`src/rtl/window_arbiter_pkg.sv`:
```
// Shared types and constants for the window arbiter: FSM encoding and window timer sizing.
package window_arbiter_pkg;

  typedef enum logic [1:0] {
    IDLE  = 2'd0,
    GRANT = 2'd1,
    GAP   = 2'd2
  } state_t;

  localparam int WINDOW_MAX = 32;
  localparam int TIMER_W    = 5;

endpackage

```
`src/rtl/window_arbiter_if.sv`:
```
// Request/grant bundle between requesters (master) and the window arbiter (slave).
interface window_arbiter_if
  import window_arbiter_pkg::*;
#(
  parameter int N_REQ = 4
);
  localparam int ID_W = $clog2(N_REQ);

  logic [N_REQ-1:0]   req;
  logic [N_REQ-1:0]   release_pulse;
  logic [N_REQ-1:0]   grant;
  logic [ID_W-1:0]    grant_id;
  logic               busy;
  logic [TIMER_W-1:0] slot_count;
  logic               expired;

  modport master (
    output req, release_pulse,
    input  grant, grant_id, busy, slot_count, expired
  );

  modport slave (
    input  req, release_pulse,
    output grant, grant_id, busy, slot_count, expired
  );
endinterface

```
`src/rtl/window_arbiter_window_timer.sv`:
```
// Saturating grant-window timer: synchronous clear has priority over enable; reached flags WINDOW-1.
module window_timer
  import window_arbiter_pkg::*;
#(
  parameter int WINDOW = 32
) (
  input  logic               clk,
  input  logic               reset,
  input  logic               clr,
  input  logic               en,
  output logic [TIMER_W-1:0] count,
  output logic               reached
);
  localparam int WIN_EFF = (WINDOW > WINDOW_MAX) ? WINDOW_MAX : WINDOW;

  logic [TIMER_W-1:0] count_q, count_d;

  always_comb begin
    count_d = count_q;
    if (clr) begin
      count_d = '0;
    end else if (en && (count_q != '1)) begin
      count_d = count_q + TIMER_W'(1);
    end
  end

  always_ff @(posedge clk or posedge reset) begin
    if (reset) begin
      count_q <= '0;
    end else begin
      count_q <= count_d;
    end
  end

  assign count   = count_q;
  assign reached = (count_q == TIMER_W'(WIN_EFF - 1));
endmodule

```
`src/rtl/window_arbiter.sv`:
```
// Round-robin time-slot arbiter: one owner at a time, grant capped by a window timer, one GAP cycle between owners.
module window_arbiter
  import window_arbiter_pkg::*;
#(
  parameter int N_REQ  = 4,
  parameter int WINDOW = 32
) (
  input  logic             clk,
  input  logic             reset,
  window_arbiter_if.slave  bus
);
  localparam int ID_W = $clog2(N_REQ);

  state_t             state_q, state_d;
  logic [N_REQ-1:0]   grant_q, grant_d;
  logic [ID_W-1:0]    grant_id_q, grant_id_d;
  logic [ID_W-1:0]    last_id_q, last_id_d;
  logic               expired_q, expired_d;

  logic               tmr_clr, tmr_en, tmr_reached;
  logic [TIMER_W-1:0] tmr_count;
  logic               pick_found;
  logic [ID_W-1:0]    pick_id;
  logic [ID_W-1:0]    idx;
  logic               owner_done;

  window_timer #(.WINDOW(WINDOW)) u_timer (
    .clk     (clk),
    .reset   (reset),
    .clr     (tmr_clr),
    .en      (tmr_en),
    .count   (tmr_count),
    .reached (tmr_reached)
  );

  // Search upward from the requester after the last winner, wrapping at N_REQ.
  always_comb begin
    pick_found = 1'b0;
    pick_id    = '0;
    idx        = '0;
    for (int i = 1; i <= N_REQ; i++) begin
      idx = ID_W'((int'(last_id_q) + i) % N_REQ);
      if (!pick_found && bus.req[idx]) begin
        pick_found = 1'b1;
        pick_id    = idx;
      end
    end
  end

  always_comb begin
    state_d    = state_q;
    grant_d    = grant_q;
    grant_id_d = grant_id_q;
    last_id_d  = last_id_q;
    expired_d  = 1'b0;
    tmr_clr    = 1'b1;
    tmr_en     = 1'b0;
    owner_done = 1'b0;
    case (state_q)
      IDLE: begin
        if (pick_found) begin
          state_d    = GRANT;
          grant_d    = N_REQ'(1) << pick_id;
          grant_id_d = pick_id;
          last_id_d  = pick_id;
        end
      end
      GRANT: begin
        tmr_clr    = 1'b0;
        tmr_en     = 1'b1;
        // An owner giving up the slot wins over a coincident terminal count.
        owner_done = bus.release_pulse[grant_id_q] || !bus.req[grant_id_q];
        if (owner_done || tmr_reached) begin
          state_d    = GAP;
          grant_d    = '0;
          grant_id_d = '0;
          expired_d  = !owner_done;
        end
      end
      GAP: begin
        state_d = IDLE;
      end
      default: begin
        state_d = IDLE;
      end
    endcase
  end

  always_ff @(posedge clk or posedge reset) begin
    if (reset) begin
      state_q    <= IDLE;
      grant_q    <= '0;
      grant_id_q <= '0;
      last_id_q  <= ID_W'(N_REQ - 1);
      expired_q  <= 1'b0;
    end else begin
      state_q    <= state_d;
      grant_q    <= grant_d;
      grant_id_q <= grant_id_d;
      last_id_q  <= last_id_d;
      expired_q  <= expired_d;
    end
  end

  assign bus.grant      = grant_q;
  assign bus.grant_id   = grant_id_q;
  assign bus.busy       = |grant_q;
  assign bus.slot_count = (state_q == GRANT) ? tmr_count : '0;
  assign bus.expired    = expired_q;
endmodule

```
`src/flat_wrapper.sv`:
```
// flat-port wrapper written by rule: the top's interface ports become plain ports
module window_arbiter_flat import window_arbiter_pkg::*;
#(
  parameter int N_REQ  = 4,
  parameter int WINDOW = 32
)
  (clk, reset, bus_req, bus_release_pulse, bus_grant, bus_grant_id, bus_busy, bus_slot_count, bus_expired);
  window_arbiter_if #(.N_REQ(N_REQ)) bus_i ();
  input  logic clk;
  input  logic reset;
  input wire logic [$bits(bus_i.req)-1:0] bus_req;
  input wire logic [$bits(bus_i.release_pulse)-1:0] bus_release_pulse;
  output wire logic [$bits(bus_i.grant)-1:0] bus_grant;
  output wire logic [$bits(bus_i.grant_id)-1:0] bus_grant_id;
  output wire logic [$bits(bus_i.busy)-1:0] bus_busy;
  output wire logic [$bits(bus_i.slot_count)-1:0] bus_slot_count;
  output wire logic [$bits(bus_i.expired)-1:0] bus_expired;
  assign bus_i.req = bus_req;
  assign bus_i.release_pulse = bus_release_pulse;
  assign bus_grant = bus_i.grant;
  assign bus_grant_id = bus_i.grant_id;
  assign bus_busy = bus_i.busy;
  assign bus_slot_count = bus_i.slot_count;
  assign bus_expired = bus_i.expired;
  window_arbiter #(.N_REQ(N_REQ), .WINDOW(WINDOW)) u_core (.clk(clk), .reset(reset), .bus(bus_i));
endmodule
```
`config.mk`:
```
export PLATFORM = sky130hd
export DESIGN_NAME = window_arbiter_flat
export DESIGN_NICKNAME = d
export VERILOG_FILES = /design/src/rtl/window_arbiter_pkg.sv /design/src/rtl/window_arbiter_if.sv /design/src/rtl/window_arbiter_window_timer.sv /design/src/rtl/window_arbiter.sv /design/src/flat_wrapper.sv
export SDC_FILE = /design/constraint.sdc
export NUM_CORES = 1
export LEC_CHECK = 0
export BUFFER_PORTS_ARGS = -buffer_cell sky130_fd_sc_hd__buf_2
export CORE_ASPECT_RATIO = 0.8
export CORE_UTILIZATION = 35
export DETAILED_ROUTE_END_ITERATION = 8
export GPL_TIMING_DRIVEN = 0
export PLACE_DENSITY = 0.66
export REMOVE_ABC_BUFFERS = 1
export SYNTH_ARGS = -nofsm -noshare
export SYNTH_HDL_FRONTEND = slang
export SYNTH_SLANG_ARGS = --single-unit
export TNS_END_PERCENT = 5
```
`constraint.sdc`:
```
create_clock -name clk -period 4.4 [get_ports clk]
set_input_delay 0.44 -clock clk [delete_from_list [all_inputs] [get_ports clk]]
set_output_delay 0.44 -clock clk [all_outputs]
set_load 0.02 [all_outputs]
```
==> qor.json <==
{
  "status": "complete, but fails checks",
  "violations_in_the_final_reports": "design-rule violations",
  "path_class": "reg -> out",
  "detailroute.via_count": 713,
  "timing.critical_path.arrival_ps": 1370,
  "row_count": 15,
  "drive_gt1_share_pct": 29.9,
  "total_leakage_power_nw": 0.528,
  "timing.critical_path.fanout_max": 3,
  "root_buffer": "clkbuf_4",
  "synth.distinct_cells": 38,
  "final-setup-viol-count": 0,
  "final_core_utilization_pct": 45.8,
  "grt_setup_unrepaired": "no",
  "timing_worst_slew_pin_value_ps": 625,
  "final_worst_path_period_need_ps": 1810,
  "portBuffers": 22,
  "gr-usage-all-layers_pct": 15.2,
  "synth-main-ff-cell": "dfrtp_1",
  "report.final.hold_viol_count": 0,
  "synth_edf_count": 0,
  "hold_path.class": "in -> async",
  "vias_in_the_first_global_route": 650,
  "ctsLongestPathBuffers": 2,
  "area_growth_syn_to_layout_pct": 18.2,
  "critical_path_required_ps": 3960,
  "synth_largest_type_area_fraction_pct": 40.2,
  "power.ir.vdd_worst_mv": 0.172,
  "dieArea_sq_um": 2700,
  "detail_route.first_pass.iterations": 6,
  "cts.sink_count": 16,
  "insertion_delay_ps": 280,
  "grt_first_pass_wirelength_microns": 2890,
  "drt_iter0_drc": 50,
  "post_synth_instance_area_sq_um": 872,
  "yosys-top-cells-area": "dfrtp_1 (40%), dfstp_2 (6.0%), nand2b_1 (4.3%)",
  "postSynthCellCount": 83,
  "die_y_microns": 46.6,
  "slew_headroom_pct": 58.3,
  "clkTransAtPathRegs_ps": 90,
  "timing.critical_path.to_type": "output pin",
  "commonest_cells_after_routing_fill_and_taps_aside": "buf_2 (22), dfrtp_1 (14), nor2_1 (10)",
  "die_w_microns": 57.8,
  "clock.fmax_mhz": 551,
  "synth_top_area_cell": "dfrtp_1",
  "leftover_overflow_at_the_end_of_global_routing": 0,
  "totalWireLength_microns": 1720,
  "final-max-slew-violation-count": 0,
  "tns_ps": 0,
  "drt-wirelength-per-cell_microns": 13.0,
  "async_reset_ff_share_pct": 100,
  "tritoncts": "yes",
  "post_drt_via_cell_ratio": 5.40,
  "ctsHtreeMaxLevel": 1,
  "drc": 2,
  "ys_seq_elements": 16,
  "syn_avg_cell_area_sq_um": 10.5,
  "initial_core_util_pct": 38.7,
  "finish.net_count": 120,
  "cap_violations": 0,
  "grt_start_max_net_pins": 17,
  "timing.final.crit_share_pct": 41.2,
  "post-cts-setup-buffers": 0,
  "cts.repair.resized": 0,
  "power_per_cell_area_nw_per_um2": 600,
  "cts_hold_repair.buffers": 0,
  "commonest_non_fill_non_tap_cell_in_the_layout": "buf_2",
  "gpl.final_weighted_congestion": 0.714,
  "antenna_found_initial": 0,
  "start_kind": "register",
  "antenna_cells_inserted": 0,
  "detailedPlacementHpwl_microns": 1290,
  "yosysWarningCount": 0,
  "design.portCount": 23,
  "core_sq_um": 2250,
  "yosysSeqAreaShare_pct": 46.2,
  "skew_ps": 2.84,
  "ant_nets": 0,
  "cts_buffers": 3
}
-- cell type report --
type | count | area (sq um)
flip-flops and latches | 16 | 403
fillers | 220 | 1220
multi-input cells | 62 | 449
well taps | 25 | 31.3
clock buffers | 4 | 26.3
inverters | 3 | 11.3
repair buffers | 22 | 110
-- cell usage after synthesis, types with 2 or more instances --
library cell / instances
dfrtp_1: 14
nor2_1: 10
nand2b_1: 6
and2_1: 5
nand2_1: 4
a21oi_1: 3
a32o_1: 2
dfstp_2: 2
ha_1: 2
inv_1: 2
mux2i_1: 2
o21ai_1: 2
o2bb2ai_1: 2
or2b_1: 2
xor2_1: 2
-- kinds of logic after synthesis --
logic type,after synthesis,synth area share (%)
compound gates,19,18.5
xor+xnor,3,3.01
buf+inv,5,2.29
simple gates,35,22.2
mux,3,4.88
flops,16,46.2
fa+ha+maj,2,2.87
-- critical path, stage by stage (launching register included) --
cell     delay (ps)
dfrtp_1         410
or4_1           510
buf_2           170
-- per-layer routing --
layer,global-route usage [%],part of all wire [%],up-vias
li1,-,-,345
met4,7.14,1.7,0
met2,24.4,44,21
met1,18.9,49,342
met5,0,0,-
met3,5.06,5.6,5
-- state kept, by name, summed over array words and instances, names as in the netlist --
name	count
u_core.bus.grant_id	2
u_core.bus.grant	4
u_core.bus.expired	1
u_core.u_timer.count	5
u_core.state_q	2
u_core.last_id_q	2
-- per-stage QoR --
step / hold slack (ps) / power (W) / setup slack, ps / std cells / instance area (sq um)
after floorplan: 352 / 0.000459 / 2780 / 81 / 863
after global placement: 471 / 0.000533 / 2610 / 128 / 1000
after detailed placement: 488 / 0.000544 / 2600 / 128 / 1000
after CTS: 217 / 0.000625 / 2570 / 132 / 1030
after global routing: 257 / 0.000668 / 2470 / 132 / 1030
final: 214 / 0.000618 / 2590 / 132 / 1030
-- worst paths after layout --
check	slack, ps	from	end	cells after the start
hold reg to reg	500	u_core.last_id_q[1]	u_core.last_id_q[1]	2
min in group clk	500	u_core.last_id_q[1]	u_core.last_id_q[1]	2
max in group asynchronous	3790	reset	u_core.u_timer.count[2]	2
setup reg to reg	2610	u_core.u_timer.count[0]	u_core.bus.grant[1]	5
setup / recovery	2590	u_core.bus.grant[3]	bus_busy	2
hold / removal	210	reset	u_core.bus.grant_id[0]	2
-- report_power, final --
group	internal, W	switching, W	leakage [nW]
clock	0.0000352	0.0000442	0.0150
sequential	0.000202	0.0000454	0.207
combinational	0.000118	0.000173	0.305
total	0.000356	0.000262	0.528
No activity file was read; power rests on OpenSTA's default activity.
